`src/rtl/tone_gen_pkg.sv`:
```
// Shared encodings and elaboration-time helpers for the tone generator.
// The quarter-wave helper uses real math and is only ever called with constant arguments.
package tone_gen_pkg;

   typedef enum logic [1:0] {
      MODE_SINE   = 2'b00,
      MODE_SQUARE = 2'b01,
      MODE_ZERO   = 2'b10,
      MODE_RSVD   = 2'b11
   } mode_t;

   typedef enum logic {
      ST_IDLE = 1'b0,
      ST_RUN  = 1'b1
   } state_t;

   localparam real PI = 3.14159265358979323846;

   function automatic logic [31:0] full_pos(input int data_w);
      return (32'd1 << (data_w - 1)) - 32'd1;
   endfunction

   function automatic logic [31:0] full_neg(input int data_w);
      return 32'd1 << (data_w - 1);
   endfunction

   // Entry k of the first quarter wave, rounded half-up; the peak is forced exact.
   function automatic logic [31:0] quarter_entry(input int k, input int steps, input int data_w);
      real amp;
      real v;
      amp = (2.0 ** (data_w - 1)) - 1.0;
      if (4 * k >= steps) begin
         v = amp;
      end else begin
         v = amp * $sin(2.0 * PI * $itor(k) / $itor(steps));
      end
      return 32'($rtoi(v + 0.5));
   endfunction

endpackage

```
`src/rtl/tone_lut.sv`:
```
// Combinational waveform lookup: quarter-wave ROM plus symmetry and sign
// folding, producing the unshifted sample for a phase and mode.
module tone_lut
   import tone_gen_pkg::*;
#(
   parameter int DATA_W  = 16,
   parameter int STEPS   = 8,
   parameter int PHASE_W = 3
) (
   input  logic [PHASE_W-1:0] phase,
   input  logic [1:0]         mode,
   output logic [DATA_W-1:0]  value
);

   localparam int QTR = STEPS / 4;
   localparam logic [31:0] POS32 = full_pos(DATA_W);
   localparam logic [31:0] NEG32 = full_neg(DATA_W);
   localparam logic [DATA_W-1:0] POS_FS = POS32[DATA_W-1:0];
   localparam logic [DATA_W-1:0] NEG_FS = NEG32[DATA_W-1:0];

   logic [DATA_W-1:0]  rom [0:QTR];
   logic [1:0]         quad_s;
   logic [PHASE_W-1:0] off_s;
   logic [PHASE_W-1:0] idx_s;
   logic [DATA_W-1:0]  mag_s;
   logic [DATA_W-1:0]  sine_s;

   for (genvar i = 0; i <= QTR; i++) begin : g_rom
      localparam logic [31:0] ENTRY = quarter_entry(i, STEPS, DATA_W);
      assign rom[i] = ENTRY[DATA_W-1:0];
   end

   // Fold the phase onto the quarter wave and pick sign per half period.
   always_comb begin
      quad_s = phase[PHASE_W-1 -: 2];
      off_s  = phase & PHASE_W'(QTR - 1);
      if (quad_s[0]) begin
         idx_s = PHASE_W'(QTR) - off_s;
      end else begin
         idx_s = off_s;
      end
      mag_s = {DATA_W{1'b0}};
      for (int i = 0; i <= QTR; i++) begin
         mag_s = (idx_s == PHASE_W'(i)) ? rom[i] : mag_s;
      end
      // The trough uses true negative full scale rather than -(max positive).
      if (phase == PHASE_W'(3 * QTR)) begin
         sine_s = NEG_FS;
      end else if (quad_s[1]) begin
         sine_s = -mag_s;
      end else begin
         sine_s = mag_s;
      end
      case (mode)
         MODE_SINE:   value = sine_s;
         MODE_SQUARE: value = phase[PHASE_W-1] ? NEG_FS : POS_FS;
         default:     value = {DATA_W{1'b0}};
      endcase
   end

endmodule

```
`src/rtl/tone_gen.sv`:
```
// Tone generator: steps a phase index through a sine/square table, holding
// each sample for a programmable number of cycles, with arithmetic attenuation.
module tone_gen
   import tone_gen_pkg::*;
#(
   parameter int DATA_W = 16,
   parameter int STEPS  = 8,
   parameter int HOLD_W = 5
) (
   input  logic                       i_clk,
   input  logic                       i_rst,
   input  logic                       i_en,
   input  logic [HOLD_W-1:0]          i_hold,
   input  logic [1:0]                 i_mode,
   input  logic [2:0]                 i_shift,
   output logic [DATA_W-1:0]          o_data,
   output logic                       o_stb,
   output logic                       o_wrap,
   output logic [$clog2(STEPS)-1:0]   o_phase
);

   localparam int PHASE_W = $clog2(STEPS);

   state_t             state_r;
   logic [HOLD_W-1:0]  cnt_r;
   logic [HOLD_W-1:0]  hold_r;
   logic [PHASE_W-1:0] phase_r;
   logic [DATA_W-1:0]  data_r;
   logic               stb_r;
   logic               wrap_r;

   logic [PHASE_W-1:0] lut_phase_s;
   logic [DATA_W-1:0]  lut_value_s;
   logic [DATA_W-1:0]  shaped_s;
   logic               boundary_s;

   // Phase of the sample issued at the next strobe: 0 on start, else successor.
   always_comb begin
      if (state_r == ST_RUN) begin
         lut_phase_s = phase_r + PHASE_W'(1);
      end else begin
         lut_phase_s = PHASE_W'(0);
      end
      boundary_s = (cnt_r == hold_r);
      shaped_s   = $signed(lut_value_s) >>> i_shift;
   end

   tone_lut #(
      .DATA_W  (DATA_W),
      .STEPS   (STEPS),
      .PHASE_W (PHASE_W)
   ) u_lut (
      .phase (lut_phase_s),
      .mode  (i_mode),
      .value (lut_value_s)
   );

   // Control FSM with registered sample outputs; controls are sampled only when a sample is issued.
   always_ff @(posedge i_clk) begin
      if (i_rst) begin
         state_r <= ST_IDLE;
         cnt_r   <= {HOLD_W{1'b0}};
         hold_r  <= {HOLD_W{1'b0}};
         phase_r <= {PHASE_W{1'b0}};
         data_r  <= {DATA_W{1'b0}};
         stb_r   <= 1'b0;
         wrap_r  <= 1'b0;
      end else begin
         case (state_r)
            ST_IDLE: begin
               if (i_en) begin
                  state_r <= ST_RUN;
                  cnt_r   <= {HOLD_W{1'b0}};
                  hold_r  <= i_hold;
                  phase_r <= {PHASE_W{1'b0}};
                  data_r  <= shaped_s;
                  stb_r   <= 1'b1;
                  wrap_r  <= 1'b1;
               end else begin
                  cnt_r   <= {HOLD_W{1'b0}};
                  phase_r <= {PHASE_W{1'b0}};
                  data_r  <= {DATA_W{1'b0}};
                  stb_r   <= 1'b0;
                  wrap_r  <= 1'b0;
               end
            end
            ST_RUN: begin
               if (!i_en) begin
                  state_r <= ST_IDLE;
                  cnt_r   <= {HOLD_W{1'b0}};
                  phase_r <= {PHASE_W{1'b0}};
                  data_r  <= {DATA_W{1'b0}};
                  stb_r   <= 1'b0;
                  wrap_r  <= 1'b0;
               end else if (boundary_s) begin
                  cnt_r   <= {HOLD_W{1'b0}};
                  hold_r  <= i_hold;
                  phase_r <= lut_phase_s;
                  data_r  <= shaped_s;
                  stb_r   <= 1'b1;
                  wrap_r  <= (lut_phase_s == PHASE_W'(0));
               end else begin
                  cnt_r   <= cnt_r + HOLD_W'(1);
                  stb_r   <= 1'b0;
                  wrap_r  <= 1'b0;
               end
            end
            default: begin
               state_r <= ST_IDLE;
               cnt_r   <= {HOLD_W{1'b0}};
               phase_r <= {PHASE_W{1'b0}};
               data_r  <= {DATA_W{1'b0}};
               stb_r   <= 1'b0;
               wrap_r  <= 1'b0;
            end
         endcase
      end
   end

   assign o_data  = data_r;
   assign o_stb   = stb_r;
   assign o_wrap  = wrap_r;
   assign o_phase = phase_r;

endmodule

```
`config.mk`:
```
export PLATFORM = sky130hd
export DESIGN_NAME = tone_gen
export DESIGN_NICKNAME = d
export VERILOG_FILES = /design/src/rtl/tone_gen_pkg.sv /design/src/rtl/tone_lut.sv /design/src/rtl/tone_gen.sv
export SDC_FILE = /design/constraint.sdc
export NUM_CORES = 1
export LEC_CHECK = 0
export BUFFER_PORTS_ARGS = -buffer_cell sky130_fd_sc_hd__buf_2
export CAP_MARGIN = 20
export CORE_MARGIN = 2
export CORE_UTILIZATION = 50
export CTS_CLUSTER_DIAMETER = 40
export CTS_CLUSTER_SIZE = 16
export DETAILED_ROUTE_END_ITERATION = 8
export PLACE_DENSITY_LB_ADDON = 0.1
export SETUP_SLACK_MARGIN = 0.02
export SKIP_LAST_GASP = 1
export SLEW_MARGIN = 20
export SYNTH_ARGS = -nofsm -noshare
export SYNTH_HDL_FRONTEND = slang
export SYNTH_HIERARCHICAL = 1
export SYNTH_SLANG_ARGS = --single-unit
```
`constraint.sdc`:
```
create_clock -name i_clk -period 3.6 [get_ports i_clk]
set_input_delay 1.08 -clock i_clk [delete_from_list [all_inputs] [get_ports i_clk]]
set_output_delay 1.08 -clock i_clk [all_outputs]
set_load 0.005 [all_outputs]
```
[Word level (Yosys, flattened, before mapping)]
Cells that the tools add are included.
Operators by class
  muxes and demuxes: 29
  shifts and indexed selects: 1
  add/subtract/negate cells: 4
  bitwise operators: 1
  reduce and logical (&&, ||, !) cells: 3
  eq/ne operators: 9
Operators by type and width (count)
  2-to-1 mux 16 bit: 7
  one-hot mux 16 bit (2 select lines): 2
  2-to-1 mux 5 bit: 5
  one-hot mux 5 bit (2 select lines): 2
  negation 16 bit: 1
  >>> shifter 16 x 3 -> 16 bit: 1
  2-to-1 mux 15 bit: 1
  2-to-1 mux 3 bit: 4
  one-hot mux 3 bit (2 select lines): 1
  adder 5 x 1 -> 5 bit, second input constant: 1
  equality test 5 bit: 1
  2-to-1 mux 1 bit: 5
  inequality test 2 bit, second input constant: 2
  one-hot mux 1 bit (2 select lines): 2
  adder 3 x 1 -> 3 bit, second input constant: 1
  equality test 3 x 1 -> 1 bit, second input constant: 1
  equality test 3 x 2 -> 1 bit, second input constant: 1
  equality test 3 bit, second input constant: 1
  zero test 3 bit: 1
  inequality test 3 x 2 -> 1 bit, second input constant: 1
  AND reduction 3 bit: 1
  subtractor 2 x 1 -> 3 bit, first input constant: 1
  equality test 2 x 1 -> 1 bit, second input constant: 1
  zero test 2 bit: 1
  other kinds (2): 2
Storage, ports and cells
  output and inout port bits: 21
  input port bits: 13
  flip-flop bits (word level): 32
  word-level logic and storage cells: 54

[Longest topological paths before layout]
Gate-level depths: netlist (run 1).
  depth in word-level cells: 15
  depth in mapped cells: 10
  gate-level depth less buffers: 9

[Cells and area by module]
The synthesis (run 1) kept the hierarchy.
Modules (own cells, without submodules)
  tone_gen: area each 1701.6 um^2, instances 1, cells each 154, seq. area each 640.6 um^2
  tone_lut: area each 147.6 um^2, instances 1, cells each 23, seq. area each 0.0 um^2

[Least setup slack after synthesis (run 1)]
No wires, ideal clock.
  path kind: input port to flip-flop
  start point: in i_mode[1]
  end point: reg data_r[0] (netlist: o_data[0])
  slack: 1.001 ns
  data required time: 3.530 ns
  cell stages on the path: 6
  library setup time: 0.070 ns
  data arrival time: 2.529 ns
  path buffers: 1
  cell sequence: or2_4 o22ai_1 buf_4 mux2i_1 mux4_2 o2bb2ai_1
Between the ends
  longest elaborated chain between the ends: 6
  elaborated cells on any way between the ends: 8
  those cells by class: eq/ne: 1; shift: 1; mux: 5; reduce/logical: 1
Ends and longest elaborated chain
  start: declaration: RTL line tone_gen.sv:14  | input logic [1:0] i_mode,
  equality test 2 x 1 -> 1 bit / zero test 2 bit (equally long branches): RTL line tone_lut.sv:54  | case (mode)
  one-hot mux 16 bit (2 select lines) (*): RTL line tone_lut.sv:54
  named net lut_value_s[2]: RTL line tone_gen.sv:33  | logic [DATA_W-1:0] lut_value_s;
  >>> shifter 16 x 3 -> 16 bit (*): RTL line tone_gen.sv:45  | shaped_s = $signed(lut_value_s) >>> i_shift;
  2-to-1 mux 16 bit: RTL line tone_gen.sv:95  | end else if (boundary_s) begin
  2-to-1 mux 16 bit: RTL line tone_gen.sv:88  | if (!i_en) begin
  one-hot mux 16 bit (2 select lines) (*): RTL line tone_gen.sv:69  | case (state_r)
  end signal: assignment: RTL line tone_gen.sv:76  | data_r <= shaped_s;
  end signal: assignment: RTL line tone_gen.sv:92  | data_r <= {DATA_W{1'b0}};
  end signal: assignment: RTL line tone_gen.sv:99  | data_r <= shaped_s;
  end: declaration: RTL line tone_gen.sv:28  | logic [DATA_W-1:0] data_r;
Mark *: on every way through the listed nets, which the timed path passes. The rest lies on a longest branch. The select of a mux whose other input is x is not followed.
A chain may end at the register's enable or synchronous reset.

[Worst setup path after layout (run 1)]
  start point: reg phase_r[0] (netlist: o_phase[0])
  end point: reg data_r[0] (netlist: o_data[0])
Between the ends
  elaborated cells on any way between the ends: 19
  those cells by class: add/sub: 3; eq/ne: 3; shift: 1; mux: 12
RTL lines
  start: declaration: RTL line tone_gen.sv:27  | logic [PHASE_W-1:0] phase_r;
  start signal: assignment: RTL line tone_gen.sv:64  | phase_r <= {PHASE_W{1'b0}};
  start signal: assignment: RTL line tone_gen.sv:75  | phase_r <= {PHASE_W{1'b0}};
  start signal: assignment: RTL line tone_gen.sv:81  | phase_r <= {PHASE_W{1'b0}};
  adder 3 x 1 -> 3 bit (*): RTL line tone_gen.sv:40  | lut_phase_s = phase_r + PHASE_W'(1);
  2-to-1 mux 3 bit (*): RTL line tone_gen.sv:39  | if (state_r == ST_RUN) begin
  named net lut_phase_s[2]: RTL line tone_gen.sv:32  | logic [PHASE_W-1:0] lut_phase_s;
  equality test 3 bit / 2-to-1 mux 16 bit (equally long branches): RTL line tone_lut.sv:47, tone_lut.sv:49
  2-to-1 mux 16 bit: RTL line tone_lut.sv:47  | if (phase == PHASE_W'(3 * QTR)) begin
  one-hot mux 16 bit (2 select lines) (*): RTL line tone_lut.sv:54
  named net lut_value_s[2]: RTL line tone_gen.sv:33
  >>> shifter 16 x 3 -> 16 bit (*): RTL line tone_gen.sv:45
  2-to-1 mux 16 bit: RTL line tone_gen.sv:95
  2-to-1 mux 16 bit: RTL line tone_gen.sv:88
  one-hot mux 16 bit (2 select lines) (*): RTL line tone_gen.sv:69
Marks and branches as above.

==> impl_metrics.tcl, run 1 <==
set metrics [dict create \
    drv_cap 0 \
    hold_path_class "flip-flop to flip-flop" \
    insertion_delay_ns 0.28 \
    gp_congestion 0.7906 \
    powerDensity_mw_per_mm2 433.9 \
    path_clk_slew_ns 0.07 \
    drc 0 \
    routed_via_density 5.343 \
    p_sw_share_pct 24.26 \
    vias 1325 \
    final_common_cell "mux2i_1" \
    path_class "flip-flop to flip-flop" \
    p_leak_nw 0.9659 \
    syn_nets 192 \
    finalMaxSlewViolations 0 \
    fin_area_mm2 0.002082 \
    switchingPower_mw 0.2191 \
    postRouteAntennaNets 0 \
    total_power_mw 0.9033 \
    grt_pass1_vias 1324 \
    ys_warn_count 6 \
    tightest_slew_ns 0.4798 \
    io_buffers 33 \
    dieWidth_um 64.82 \
    cts_inserted_buffers 5 \
    fp.dieH_um 64.82 \
    ios 34 \
    synth_seq_cells 32 \
    htreeDepth 2 \
    drtPass1Iterations 4 \
    diodes 0 \
    end_kind "flip-flop" \
    drtIter0Drc 63 \
    timing.final.crit_period_ns 2.439 \
    irDropWorstVdd_v 0.0001955 \
    p_comb_share_pct 15.7 \
    place_area_mm2 0.001956 \
    area_delta_synth_final_pct 12.58 \
    start_util_pct 51.28 \
    setup_tns_ns 0 \
    final_cell_mix "36 x mux2i_1, 33 x buf_2, 32 x dfxtp_1, 12 x nand2b_1, 11 x o2bb2ai_1" \
    clockPowerShare_pct 41.8 \
    netlist_area_mm2 0.001849 \
    avgSynthCellArea_um2 10.45 \
    yosys.cell_types.count 33 \
    core-area_mm2 0.003606 \
    p_int_mw 0.6842 \
    fin_ws_ns 1.161 \
    grt.overflow.total 0 \
    tritoncts "yes" \
    clockBufferDepth 2 \
    max_slew_margin_pct 68.01 \
    dieArea_mm2 0.004201 \
    drive_gt1_share_pct 27.00 \
    drt_wl_total_um 3585 \
    fp-row-count 22 \
    seq_area_frac_synth_pct 34.64 \
    hold_violations 0 \
    post_cts_buffers 0 \
    worstSetupStartpointType "flip-flop" \
    finalClockSkew_ns 0.002233 \
    status "finished, final reports clean" \
    num-fill-cells 355 \
    dp_hpwl_um 2674 \
    cts_resized 0 \
    crit_arrival_ns 2.65 \
    setup_viol 0 \
    cts-root-buf "clkbuf_8" \
    clock_sinks 32 \
    rsz0062_at_grt "no" \
    max_freq_mhz 409.9 \
    p_seq_share_pct 42.5 \
    hold_buffers 0 \
    crit_fanout 17 \
    antenna_found_initial 0 \
    routedWlPerCell_um 14.46 \
    whs_ns 0.4640 \
    required_ns 3.81 \
    nNetsFinal 214 \
    netlist_instances 177 \
    grt_pass1_wl_um 6044 \
    grt_max_degree 25 \
    gr-usage-all-layers_pct 18.98 \
    dp_worst_setup_slack_ns 0.9196 \
    post-route-period-util_pct 67.76 \
]
worst paths after layout:
kind,startpoint,endpoint,slack (ns),cells after the start
worst max-delay path,o_phase[0]$_SDFFE_PP0P_,o_data[0]$_SDFFE_PP0P_,1.16,9
worst min-delay path,o_data[1]$_SDFFE_PP0P_,o_data[1]$_SDFFE_PP0P_,0.46,1
worst max register to register,o_phase[0]$_SDFFE_PP0P_,o_data[0]$_SDFFE_PP0P_,1.16,9
worst min register to register,o_data[1]$_SDFFE_PP0P_,o_data[1]$_SDFFE_PP0P_,0.46,1
layout make-up:
type,count,area [um^2],area share [%]
clock buffer,7,96.34,4.627
clock inverter,1,30.03,1.442
inverter,5,18.77,0.9014
multi-input combinational,120,1056,50.72
sequential,32,640.6,30.77
tap,48,60.06,2.885
timing repair buffer,35,180.2,8.654
stage by stage:
stage / utilization [%] / std cells
floorplan: - / 177
global placement: 54.23 / 240
detailed placement: 54.23 / 240
CTS: 57.74 / 248
global route: 57.74 / 248
finish: 57.74 / 248
Yosys cell counts:
master	number	area, um^2
mux2i_1	36	360.4
dfxtp_1	32	640.6
buf_4	12	90.09
nand2b_1	12	75.07
o2bb2ai_1	11	96.34
a22o_1	8	70.07
xnor2_1	7	61.31
and2_1	6	37.54
nor2_1	6	22.52
buf_2	5	25.02
mux4_2	5	112.6
inv_1	4	15.01
a21oi_1	3	15.01
nand2_1	3	11.26
xor2_1	3	26.28
clkbuf_1	2	7.510
ha_1	2	25.02
nand3_1	2	10.01
nor2b_1	2	12.51
o21ai_0	2	10.01
o22ai_1	2	12.51
buf_6	1	11.26
inv_2	1	3.750
mux2_2	1	11.26
nand4_2	1	12.51
nor3_1	1	5.000
nor4_1	1	6.260
o211a_4	1	17.52
o21bai_1	1	7.510
o22a_1	1	8.760
o22ai_2	1	12.51
or2_4	1	8.760
or2b_1	1	7.510
critical path: stages, from the launching register on:
cell,delay (ns)
dfxtp_1,0.37
ha_1,0.18
xor2_1,0.14
and2_1,0.25
or2b_1,0.29
o22ai_1,0.14
buf_4,0.22
mux2i_1,0.14
mux4_2,0.48
o2bb2ai_1,0.15
layer usage:
metal,wire length [um],track usage [%]
met5,0,0
met4,48,7.979
met3,124,5.208
met2,1830,31.31
met1,1581,23.18
registers in the layout, summed over array words and instances, names as in the netlist:
signal,flops
state_r,1
o_stb,1
o_wrap,1
o_phase,3
hold_r,5
cnt_r,5
o_data,16
power groups by stage:
stage / Combinational [mW] / Sequential, mW / Clock, mW
2_1_floorplan: 0.115 / 0.392 / 0
3_3_place_gp: 0.140 / 0.391 / 0
3_5_place_dp: 0.144 / 0.392 / 0
4_1_cts: 0.144 / 0.384 / 0.386
5_1_grt: 0.156 / 0.386 / 0.401
6_report: 0.141 / 0.384 / 0.378
cell families (layout without fill, tap and decap cells):
group	count (synthesis)	count (layout)	synth area share [%]
fa+ha+maj	2	2	1.353
buf+inv	25	48	8.254
xor+xnor	10	10	4.736
simple gates	36	36	11.30
compound gates	30	30	13.53
flops	32	32	34.64
mux	42	42	26.18
(Power assumes the default switching activity.)
==> run 2, diff against run 1 <==
==> constraint.sdc (replaced) <==
create_clock -name i_clk -period 2 [get_ports i_clk]
set_input_delay 0.6 -clock i_clk [delete_from_list [all_inputs] [get_ports i_clk]]
set_output_delay 0.6 -clock i_clk [all_outputs]
set_load 0.005 [all_outputs]
==> run 2 against run 1 <==
Net effect:
- die area did not move
- highest routed layer unchanged
- the run now ends with negative setup slack left
- routed wire length increased by 15%
- power up 67%
==> impl_metrics.tcl, run 2 (synthesized netlist as in run 1, its figures left out) <==
set metrics [dict create \
    status "finished with violations" \
    violations "negative setup slack" \
    setup_tns_ns -1.069 \
    clockBufferDepth 2 \
    gp_congestion 0.8206 \
    crit_fanout 6 \
    antenna_found_initial 0 \
    whs_ns 0.4599 \
    insertion_delay_ns 0.29 \
    fin_ws_ns -0.1302 \
    grt_pass1_vias 1417 \
    timing.final.crit_period_ns 2.130 \
    dieWidth_um 64.82 \
    max_freq_mhz 469.4 \
    core-area_mm2 0.003606 \
    clock_sinks 32 \
    cts-root-buf "clkbuf_8" \
    fp-row-count 22 \
    htreeDepth 2 \
    path_clk_slew_ns 0.07 \
    tightest_slew_ns 0.4169 \
    routedWlPerCell_um 14.99 \
    cts_inserted_buffers 5 \
    drive_gt1_share_pct 42.92 \
    hold_buffers 0 \
    drv_cap 0 \
    dieArea_mm2 0.004201 \
    rsz0062_at_grt "yes" \
    fin_area_mm2 0.002369 \
    diodes 0 \
    postRouteAntennaNets 0 \
    grt.overflow.total 0 \
    finalClockSkew_ns 0.006575 \
    fp.dieH_um 64.82 \
    nNetsFinal 240 \
    setup_viol 11 \
    required_ns 2.23 \
    ff2ff_setup_slack_ns -0.13 \
    drt_wl_total_um 4108 \
    vias 1458 \
    io_buffers 33 \
    largest_reg_flops 16 \
    final_util_pct 65.68 \
    final_cell_mix "33 x mux2i_1, 33 x buf_2, 30 x dfxtp_1, 23 x buf_4, 12 x nand2b_1" \
    irDropWorstVdd_v 0.0005789 \
    hold_path_class "flip-flop to flip-flop" \
    grt_pass1_wl_um 6913 \
    post-route-period-util_pct 106.5 \
    grt_max_degree 25 \
    dp_hpwl_um 2817 \
    drtIter0Drc 54 \
    drtPass1Iterations 4 \
    hold_violations 0 \
    end_kind "flip-flop" \
    tritoncts "yes" \
    path_class "flip-flop to flip-flop" \
    max_slew_margin_pct 72.21 \
    p_leak_nw 1.097 \
    crit_arrival_ns 2.36 \
    ios 34 \
    gr-usage-all-layers_pct 21.91 \
    area_delta_synth_final_pct 28.08 \
    place_area_mm2 0.002140 \
    worstSetupStartpointType "flip-flop" \
    start_util_pct 51.28 \
    powerDensity_mw_per_mm2 638.4 \
    routed_via_density 5.321 \
    drc 0 \
    finalMaxSlewViolations 0 \
]
[run 2: cell count changes in the layout (fill, tap and decap cells not counted), sizes merged]
cell / previous run / this run
clkinv: 0 / 3
o22ai: 3 / 4
bufinv: 1 / 0
clkbuf: 7 / 5
buf: 35 / 60
[run 2: report_power, final]
group,internal (mW),switching [mW]
Combinational,0.162,0.161
Clock,0.242,0.256
Sequential,0.671,0.0210
Total,1.07,0.438
[run 2: repair_timing]
item / in CTS / in global routing
cloned: 2 / 0
resized for setup: 18 / 7
pin swaps: 11 / 4
buffers inserted: 3 / 0
setup endpoints to repair: 15 / 15
[run 2: worst paths after layout]
check | cells past startpoint | startpoint | to
hold / removal | 1 | o_data[3]$_SDFFE_PP0P_ | o_data[3]$_SDFFE_PP0P_
setup / recovery | 8 | o_phase[1]$_SDFFE_PP0P_ | o_data[0]$_SDFFE_PP0P_
hold reg to reg | 1 | o_data[3]$_SDFFE_PP0P_ | o_data[3]$_SDFFE_PP0P_
setup reg to reg | 8 | o_phase[1]$_SDFFE_PP0P_ | o_data[0]$_SDFFE_PP0P_
[run 2: layout make-up]
cell class | count | area [um^2]
repair buffers | 60 | 382.9
well taps | 48 | 60.06
fillers | 318 | 1237
inverters | 5 | 18.77
flip-flops and latches | 32 | 643.1
multi-input cells | 121 | 1176
clock buffers | 5 | 68.82
clock inverters | 3 | 18.77
[run 2: layer usage]
metal	GRT usage [%]	up-vias	wire length, um
met2	32.86	47	1884
met5	0	-	0
met1	29.86	676	1908
met3	5.382	5	234
li1	-	730	-
met4	9.574	0	80
[run 2: critical path, stage by stage (launching register included)]
cell	delay, ns
dfxtp_2	0.34
ha_4	0.15
xor2_1	0.13
and2_4	0.14
or2_4	0.27
o22ai_4	0.28
mux2i_1	0.14
mux4_2	0.49
o2bb2ai_2	0.12
[run 2: through the flow]
| stage | power [mW] | instances | setup WS, ns |
|---|---|---|---|
| final | 1.512 | 274 | -0.1302 |
| after global routing | 1.585 | 274 | -0.2865 |
| after CTS | 1.512 | 274 | -0.1370 |
| after detailed placement | 0.9951 | 261 | -0.2234 |
| after global placement | 0.9860 | 261 | -0.1679 |
| after floorplan | 0.9167 | 177 | -0.1640 |
